--- config.mk ---
export PLATFORM = sky130hd
export DESIGN_NAME = prio_mixer_ctrl
export DESIGN_NICKNAME = d
export VERILOG_FILES = /design/src/rtl/prio_mixer_ctrl.sv
export SDC_FILE = /design/constraint.sdc
export NUM_CORES = 1
export LEC_CHECK = 0
export CORE_ASPECT_RATIO = 1.25
export CORE_MARGIN = 2
export CORE_UTILIZATION = 57
export DETAILED_ROUTE_END_ITERATION = 6
export DONT_BUFFER_PORTS = 1
export PLACE_DENSITY = 0.75
export SETUP_SLACK_MARGIN = 0.15
export SYNTH_ARGS = -nofsm -noshare
export SYNTH_HDL_FRONTEND = slang
export SYNTH_SLANG_ARGS = --single-unit
--- constraint.sdc ---
create_clock -name CLK -period 2.8 [get_ports CLK]
set_clock_uncertainty 0.1 [all_clocks]
set_input_delay 0.56 -clock CLK [delete_from_list [all_inputs] [get_ports CLK]]
set_output_delay 0.56 -clock CLK [all_outputs]
set_load 0.02 [all_outputs]
--- src/rtl/prio_mixer_ctrl.sv ---
// rtl/prio_mixer_ctrl.sv - layer priority mixer with an internal 256x4 priority table and a deferred loader
// Optional build macro: PRIO_LAYER_MASK_EN adds LAYER_MASK for debug layer toggling.
module prio_mixer_ctrl #(
    parameter int              PW       = 12,
    parameter logic [PW-1:0]   BACKDROP = 12'h000
) (
    input  logic          CLK,
    input  logic          RST,
    input  logic          CE_PIX,
    input  logic          BLANK,
    input  logic [2:0]    OBP,
    input  logic [PW-1:0] FIX_PIX,
    input  logic [PW-1:0] OBJ_PIX,
    input  logic [PW-1:0] VA_PIX,
    input  logic [PW-1:0] VB_PIX,
    output logic [PW-1:0] PIX_OUT,
    output logic          PIX_VALID,
    output logic          SHADOW,
    input  logic          DL_REQ,
    input  logic [7:0]    DL_ADDR,
    input  logic [3:0]    DL_DATA,
    output logic          DL_ACK,
    input  logic          DL_FORCE
`ifdef PRIO_LAYER_MASK_EN
    ,
    input  logic [3:0]    LAYER_MASK
`endif
);

    typedef enum logic [1:0] {L_IDLE, L_WAIT, L_WRITE, L_DONE} ld_state_t;

    ld_state_t state_q, state_d;

    // Layer order everywhere: [0]=FIX, [1]=OBJ, [2]=VA, [3]=VB, matching table codes 0..3
    logic [3:0][PW-1:0] pix0_q, pix1_q;
    logic [7:0]         addr0_q;
    logic [3:0]         mask0_q, mask1_q;
    logic               blank0_q, blank1_q;
    logic               v0_q, v1_q;
    logic [3:0]         rd_q;
    logic [3:0]         mem_q [0:255];

    logic [PW-1:0]      pix_out_q;
    logic               shadow_q, valid_q;

    logic [3:0]         mask_w;
    logic               n_fix, n_obj, n_va, n_vb;
    logic [7:0]         lookup_addr;
    logic               wr_grant, step;
    logic [PW-1:0]      sel_pix;

`ifdef PRIO_LAYER_MASK_EN
    assign mask_w = LAYER_MASK;
`else
    assign mask_w = 4'b0000;
`endif

    assign n_fix = (FIX_PIX[3:0] == 4'd0) | mask_w[0];
    assign n_obj = (OBJ_PIX[3:0] == 4'd0) | mask_w[1];
    assign n_va  = (VA_PIX[3:0]  == 4'd0) | mask_w[2];
    assign n_vb  = (VB_PIX[3:0]  == 4'd0) | mask_w[3];

    // OBP bits land reversed in A6..A4; A7 is never driven so the upper half is write-only
    assign lookup_addr = {1'b0, OBP[0], OBP[1], OBP[2], n_fix, n_obj, n_vb, n_va};

    // The loader owns the RAM port in WRITE; a forced load freezes the video path entirely
    assign wr_grant = (state_q == L_WRITE);
    assign step     = CE_PIX & ~wr_grant & ~DL_FORCE;

    assign DL_ACK    = wr_grant;
    assign PIX_OUT   = pix_out_q;
    assign SHADOW    = shadow_q;
    assign PIX_VALID = valid_q;

    // Loader state register; reset abandons any pending write without acknowledging it
    always_ff @(posedge CLK) begin
        if (RST) begin
            state_q <= L_IDLE;
        end else begin
            state_q <= state_d;
        end
    end

    // Loader next state: writes wait for blanking unless forced, and a held request writes once
    always_comb begin
        state_d = state_q;
        case (state_q)
            L_IDLE:  if (DL_REQ) state_d = (BLANK | DL_FORCE) ? L_WRITE : L_WAIT;
            L_WAIT:  if (BLANK | DL_FORCE) state_d = L_WRITE;
            L_WRITE: state_d = L_DONE;
            L_DONE:  if (!DL_REQ) state_d = L_IDLE;
            default: state_d = L_IDLE;
        endcase
    end

    // Single-port table: loader write or one video read per step, never both
    always_ff @(posedge CLK) begin
        if (wr_grant) begin
            mem_q[DL_ADDR] <= DL_DATA;
        end else if (step) begin
            rd_q <= mem_q[addr0_q];
        end
    end

    // Capture and read-stage registers; blank and mask travel with their pixel
    always_ff @(posedge CLK) begin
        if (RST) begin
            pix0_q   <= '0;
            pix1_q   <= '0;
            addr0_q  <= '0;
            mask0_q  <= '0;
            mask1_q  <= '0;
            blank0_q <= 1'b0;
            blank1_q <= 1'b0;
            v0_q     <= 1'b0;
            v1_q     <= 1'b0;
        end else if (step) begin
            pix0_q   <= {VB_PIX, VA_PIX, OBJ_PIX, FIX_PIX};
            addr0_q  <= lookup_addr;
            mask0_q  <= mask_w;
            blank0_q <= BLANK;
            v0_q     <= 1'b1;
            pix1_q   <= pix0_q;
            mask1_q  <= mask0_q;
            blank1_q <= blank0_q;
            v1_q     <= v0_q;
        end
    end

    // Decode the table entry into the winning layer; codes 4..7 and masked winners give backdrop
    always_comb begin
        sel_pix = BACKDROP;
        if (!blank1_q && !rd_q[2] && !mask1_q[rd_q[1:0]]) begin
            sel_pix = pix1_q[rd_q[1:0]];
        end
    end

    // Output stage: PIX_OUT holds between pixels, PIX_VALID pulses only on a completed lookup
    always_ff @(posedge CLK) begin
        if (RST) begin
            pix_out_q <= BACKDROP;
            shadow_q  <= 1'b0;
            valid_q   <= 1'b0;
        end else begin
            valid_q <= step & v1_q;
            if (step && v1_q) begin
                pix_out_q <= sel_pix;
                shadow_q  <= rd_q[3];
            end
        end
    end

endmodule

==> flow_metrics.env, run 1 <==
export IMPL_drt_iter0_markers=1257
export IMPL_clk_pin_slew_ns=0.06
export IMPL_drv_slew=0
export IMPL_r2r_slack_ns=-0.25
export IMPL_ir_drop_v=0.000627
export IMPL_core_area_sq_mm=0.0431
export IMPL_h_tree_depth=2
export IMPL_cpMaxStageDelayCell="mux4_2"
export IMPL_setup_ws_ns=-0.246
export IMPL_wl_per_cell_um=26.4
export IMPL_finalSetupViolations=4
export IMPL_area_growth_pct=16.4
export IMPL_p_switching_w=0.00421
export IMPL_crit_chain="buf_12, buf_12, buf_16, mux4_2, mux4_2, mux4_2, mux2_4"
export IMPL_die_h_um=237
export IMPL_nets=1662
export IMPL_cts_tree="yes"
export IMPL_grt_pass1_vias=14400
export IMPL_p_int_w=0.0155
export IMPL_synth_edff_count=516
export IMPL_min_period_over_period=1.09
export IMPL_max_stage_delay_ns=0.57
export IMPL_drive_gt1_frac=0.227
export IMPL_diodes=0
export IMPL_rr_worst_depth=7
export IMPL_grt_pass1_wl_um=88000
export IMPL_switching_share=0.213
export IMPL_crit_path_frequent_cell="mux4_2"
export IMPL_hold_viol=0
export IMPL_crit_family="multiplexers"
export IMPL_p_clk_frac=0.411
export IMPL_place_port_buffers=0
export IMPL_status="finished, violations left"
export IMPL_synth_nets=1544
export IMPL_dpl_cell_area_sq_mm=0.0260
export IMPL_max_slew_margin=0.524
export IMPL_synthArstFlopShare=0
export IMPL_rr_endpoint="rd_q[1]"
export IMPL_rsz0062_at_grt="true"
export IMPL_synth_ff_type="edfxtp_1"
export IMPL_hold_depth=3
export IMPL_ys_ff_latch=639
export IMPL_drc=0
export IMPL_syn_area_per_cell_sq_um=16.9
export IMPL_first_pass_iters=6
export IMPL_dpl_worst_slack_ns=-0.176
export IMPL_cts_root_buffer="clkbuf_16"
export IMPL_worst_setup_path_type="flop to flop"
export IMPL_grt_antenna_before_repair=0
export IMPL_final_cell_mix="edfxtp_1 (516), nand2_1 (230), mux4_2 (180)"
export IMPL_final_fill_count=2714
export IMPL_num_rows=85
export IMPL_arrival_ns=3.31
export IMPL_worstPathMaxFanout=8
export IMPL_antenna_left=0
export IMPL_end_kind="flop"
export IMPL_worstPathRequired_ns=3.07
export IMPL_avgViaCountPerCell=6.23
export IMPL_holdCritPathClass="input pin to flop"
export IMPL_maxCapViolCount=0
export IMPL_clock_latency_ns=0.61
export IMPL_reg2reg_from="addr0_q[0]"
export IMPL_gp_congestion=0.804
export IMPL_wl_um=58300
export IMPL_p_leak_nw=8.93
export IMPL_setup_worst_path_start_class="flop"
export IMPL_dieArea_sq_mm=0.0453
export IMPL_path_buf_inv=3
export IMPL_ys_seq_area_frac=0.723
export IMPL_cts_made_buffers=58
export IMPL_postSynthCellCount=1471
export IMPL_syn_area_sq_mm=0.0249
export IMPL_hold_path_startpoint="VB_PIX[2]"
export IMPL_fmax_mhz=328
export IMPL_post_dp_hpwl_um=35600
export IMPL_clockBufferDepth=3
export IMPL_io_pins=84
export IMPL_grt_overflow_total=0
export IMPL_synth_cell_types=28
export IMPL_pwr_share_comb=0.058
export IMPL_setup_tns_ns=-0.827
export IMPL_ys_warn_count=0
export IMPL_power_density_mw_per_mm2=681
export IMPL_die_w_um=191
export IMPL_p_seq_frac=0.531
export IMPL_whs_endpoint="addr0_q[1]"
export IMPL_fin_area_sq_mm=0.0289
export IMPL_worst_slew_pin_slew_ns=0.709
export IMPL_numClockSinks=639
export IMPL_via_count=13700
export IMPL_mostFrequentLayoutCell="edfxtp_1"
export IMPL_grt_usage=0.266
export IMPL_initial_core_util=0.577
export IMPL_period_minus_slack_ns=3.05
export IMPL_violations="setup timing"
export IMPL_grt_start_max_net_pins=129
[power groups by stage]
stage	Clock (W)	Combinational, W	Sequential, W
detailed placement	0	0.000872	0.0107
global placement	0	0.000854	0.0106
finish	0.00810	0.00115	0.0105
CTS	0.00821	0.00113	0.0105
floorplan	0	0.000643	0.0106
global route	0.00856	0.00123	0.0105
[what timing repair did]
item,CTS,global route
hold buffers,58,0
gates resized for setup,20,6
gates cloned,3,0
endpoints found under the setup margin,4,17
hold endpoints to repair,635,0
setup buffers,7,1
[final cells by class]
class | instances | area [sq um] | share of cell area
Clock buffer | 78 | 1660 | 0.0575
Tap cell | 565 | 707 | 0.0244
Inverter | 4 | 20.0 | 0.000692
Clock inverter | 31 | 295 | 0.0102
Timing Repair Buffer | 151 | 1740 | 0.0603
Multi-Input combinational cell | 735 | 6530 | 0.226
Sequential cell | 639 | 18000 | 0.621
[worst reg2reg max path: cells and delay by family, from the launching register on]
kind	cells	cell delay [ns]
muxes	4	1.92
DFF	1	0.38
buffers and inverters	3	0.40
[how the worst max path moves through the flow]
| stage | from | endpoint | cells after the start |
|---|---|---|---|
| after floorplan | addr0_q[0] | rd_q[0] | 6 |
| after global placement | addr0_q[0] | rd_q[1] | 6 |
| after detailed placement | addr0_q[0] | rd_q[1] | 6 |
| after CTS | addr0_q[0] | rd_q[0] | 7 |
| after global routing | addr0_q[0] | rd_q[1] | 7 |
| final | addr0_q[0] | rd_q[1] | 7 |
[metal layers]
layer  GRT usage  up-vias  wire length [um]
met5           0        -                 0
met4       0.113        0              2470
met3      0.0492      153              4410
met2       0.471      627             31100
met1       0.318     7030             20300
li1            -     5911                 -
[state kept, by name, indices dropped and copies added (netlist names)]
signal and flops:
pix0_q 48, state_q 2, v1_q 1, blank0_q 1, PIX_VALID 1, pix1_q 48, PIX_OUT 12, SHADOW 1
rd_q 4, blank1_q 1, v0_q 1, mem_q 512, addr0_q 7
[metrics by stage]
stage	utilization	instances	hold slack, ns	total power [W]
6_report	0.672	2203	0.0340	0.0197
5_1_grt	0.672	2203	0.0235	0.0203
4_1_cts	0.671	2202	0.00277	0.0198
3_5_place_dp	0.604	2025	0.337	0.0115
3_3_place_gp	0.604	2025	0.331	0.0115
2_1_floorplan	-	1471	0.332	0.0113
[cell families after synthesis]
| family | after synthesis | share of synthesized area |
|---|---|---|
| adders and majority gates | 4 | 0.00201 |
| and+or+nand+nor | 423 | 0.0681 |
| DFF | 639 | 0.723 |
| buffers and inverters | 97 | 0.0155 |
| AOI/OAI and AO/OA | 122 | 0.0260 |
| muxes | 186 | 0.166 |
[Yosys cell counts, drive strengths merged, types with 2 or more instances]
master	n	share of area
mux4	180	0.16
ha	4	0.0020
nand4	4	0.0010
nor3	11	0.0022
a22oi	12	0.0036
mux2i	2	0.00081
nor2	142	0.021
clkbuf	70	0.011
nor2b	6	0.0015
nor4	6	0.0015
mux2	4	0.0018
a21oi	108	0.022
nand2	231	0.035
nand2b	3	0.00076
dfxtp	123	0.099
buf	23	0.0043
inv	4	0.00060
edfxtp	516	0.62
nand3	14	0.0028
or3	3	0.00076
(Power assumes the default switching activity.)
==> run 2, diff against run 1 <==
--- a/config.mk
+++ b/config.mk
@@ -11,7 +11,6 @@
 export DETAILED_ROUTE_END_ITERATION = 6
 export DONT_BUFFER_PORTS = 1
 export PLACE_DENSITY = 0.75
-export SETUP_SLACK_MARGIN = 0.15
 export SYNTH_ARGS = -nofsm -noshare
 export SYNTH_HDL_FRONTEND = slang
 export SYNTH_SLANG_ARGS = --single-unit
==> run 2 against run 1 <==
The run still ends with setup timing left; design area down 1.2%; routed wire length shrank 0.97%; via count shrank 1.3%; die area is the same; flip-flop and latch count unchanged; fmax increased by 1.4%; sequential power is essentially flat; global-route usage fell by 0.32 points; critical path type unchanged.
==> flow_metrics.env, run 2 (synthesized netlist as in run 1, its figures left out) <==
export IMPL_hold_path_startpoint="FIX_PIX[6]"
export IMPL_rr_endpoint="rd_q[1]"
export IMPL_final_cell_mix="edfxtp_1 (516), nand2_1 (230), mux4_2 (180)"
export IMPL_cts_tree="yes"
export IMPL_hold_viol=0
export IMPL_finalSetupViolations=4
export IMPL_die_w_um=191
export IMPL_arrival_ns=3.25
export IMPL_reg2reg_from="addr0_q[0]"
export IMPL_end_kind="flop"
export IMPL_grt_antenna_before_repair=1
export IMPL_wl_um=57700
export IMPL_grt_pass1_vias=14100
export IMPL_worst_setup_path_type="flop to flop"
export IMPL_clk_pin_slew_ns=0.07
export IMPL_gp_congestion=0.855
export IMPL_worstPathRequired_ns=3.05
export IMPL_pwr_share_comb=0.058
export IMPL_avgViaCountPerCell=6.25
export IMPL_p_int_w=0.0153
export IMPL_switching_share=0.214
export IMPL_area_growth_pct=15.0
export IMPL_p_switching_w=0.00418
export IMPL_place_inst=1998
export IMPL_die_h_um=237
export IMPL_wl_per_cell_um=26.6
export IMPL_top_register="mem_q"
export IMPL_violations="setup timing"
export IMPL_holdCritPathClass="input pin to flop"
export IMPL_drc=0
export IMPL_period_minus_slack_ns=3.00
export IMPL_initial_core_util=0.577
export IMPL_crit_path_frequent_cell="mux4_2"
export IMPL_maxCapViolCount=0
export IMPL_worstPathMaxFanout=8
export IMPL_grt_overflow_total=0
export IMPL_rr_worst_depth=6
export IMPL_post_dp_hpwl_um=35400
export IMPL_p_leak_nw=8.74
export IMPL_hold_depth=2
export IMPL_max_stage_delay_ns=0.56
export IMPL_grt_start_max_net_pins=129
export IMPL_via_count=13500
export IMPL_drt_iter0_markers=1443
export IMPL_nets=1628
export IMPL_numClockSinks=639
export IMPL_clock_latency_ns=0.61
export IMPL_rsz0062_at_grt="true"
export IMPL_grt_usage=0.263
export IMPL_drv_slew=0
export IMPL_dieArea_sq_mm=0.0453
export IMPL_worst_slew_pin_slew_ns=0.831
export IMPL_mostFrequentLayoutCell="edfxtp_1"
export IMPL_cpMaxStageDelayCell="mux4_2"
export IMPL_r2r_slack_ns=-0.20
export IMPL_drive_gt1_frac=0.218
export IMPL_antenna_left=0
export IMPL_dpl_worst_slack_ns=-0.245
export IMPL_h_tree_depth=2
export IMPL_grt_pass1_wl_um=86800
export IMPL_min_period_over_period=1.07
export IMPL_power_density_mw_per_mm2=682
export IMPL_p_clk_frac=0.405
export IMPL_max_slew_margin=0.442
export IMPL_io_pins=84
export IMPL_status="finished, violations left"
export IMPL_ir_drop_v=0.000546
export IMPL_clockBufferDepth=3
export IMPL_diodes=0
export IMPL_core_area_sq_mm=0.0431
export IMPL_first_pass_iters=6
export IMPL_cts_root_buffer="clkbuf_16"
export IMPL_largest_register_ffs=512
export IMPL_final_fill_count=2722
export IMPL_setup_worst_path_start_class="flop"
export IMPL_crit_chain="buf_12, buf_16, mux4_2, mux4_2, mux4_2, mux2_2"
export IMPL_finalPower_w=0.0195
export IMPL_fin_cells=2167
export IMPL_num_rows=85
export IMPL_cts_made_buffers=58
export IMPL_whs_endpoint="pix0_q[6]"
export IMPL_p_seq_frac=0.537
export IMPL_place_port_buffers=0
export IMPL_setup_ws_ns=-0.202
export IMPL_fmax_mhz=333
export IMPL_top_regs="mem_q x512, pix0_q x48, pix1_q x48"
==> run 2: how the worst max path moves through the flow <==
stage,endpoint,slack (ns),start
final,rd_q[1],-0.20,addr0_q[0]
after global routing,rd_q[2],-0.22,addr0_q[0]
after CTS,rd_q[0],-0.19,addr0_q[0]
after detailed placement,rd_q[1],-0.24,addr0_q[0]
after global placement,rd_q[1],-0.23,addr0_q[0]
after floorplan,rd_q[0],0.02,addr0_q[2]
==> run 2: power groups by stage <==
| stage | clock (W) | sequential, W | combinational (W) |
|---|---|---|---|
| floorplan | 0 | 0.0106 | 0.000640 |
| global placement | 0 | 0.0107 | 0.000865 |
| detailed placement | 0 | 0.0107 | 0.000884 |
| CTS | 0.00801 | 0.0105 | 0.00112 |
| global route | 0.00836 | 0.0105 | 0.00122 |
| finish | 0.00790 | 0.0105 | 0.00113 |
==> run 2: final cells by class <==
type                    instances  area [sq um]  share of cell area
clock inverters                28           248             0.00867
well taps                     565           707              0.0247
inverters                       4          16.3            0.000569
flip-flops and latches        639         18000               0.628
clock buffers                  79          1670              0.0582
multi-input cells             735          6520               0.228
repair buffers                117          1470              0.0514
==> run 2: timing repair <==
action / in CTS / in global routing
setup buffers: 7 / 2
gates cloned: 4 / 1
hold buffers: 49 / 0
resized for setup: 14 / 0
endpoints found under the setup margin: 4 / 4
endpoints found under the hold margin: 585 / 0
==> run 2: critical path, delay by kind of cell (launching register included) <==
family / cells / cell delay (ns)
flops: 1 / 0.43
mux: 4 / 1.92
buf+inv: 2 / 0.30
==> run 2: metal layers <==
layer	vias to the layer above	global-route usage	routed length, um
met3	133	0.0443	4570
met4	2	0.0996	2230
li1	5841	-	-
met1	6915	0.325	20500
met2	657	0.463	30400
met5	-	0	13
==> run 2: per-stage QoR <==
stage          cell area (sq um)  setup TNS, ns  hold WS (ns)  utilization
4_1_cts                    28500         -0.732       0.00210        0.663
6_report                   28600         -0.742        0.0196        0.664
5_1_grt                    28600         -0.831        0.0148        0.664
2_1_floorplan              24900              0         0.332            -
3_5_place_dp               25800         -0.870         0.337        0.600
3_3_place_gp               25800         -0.822         0.333        0.600
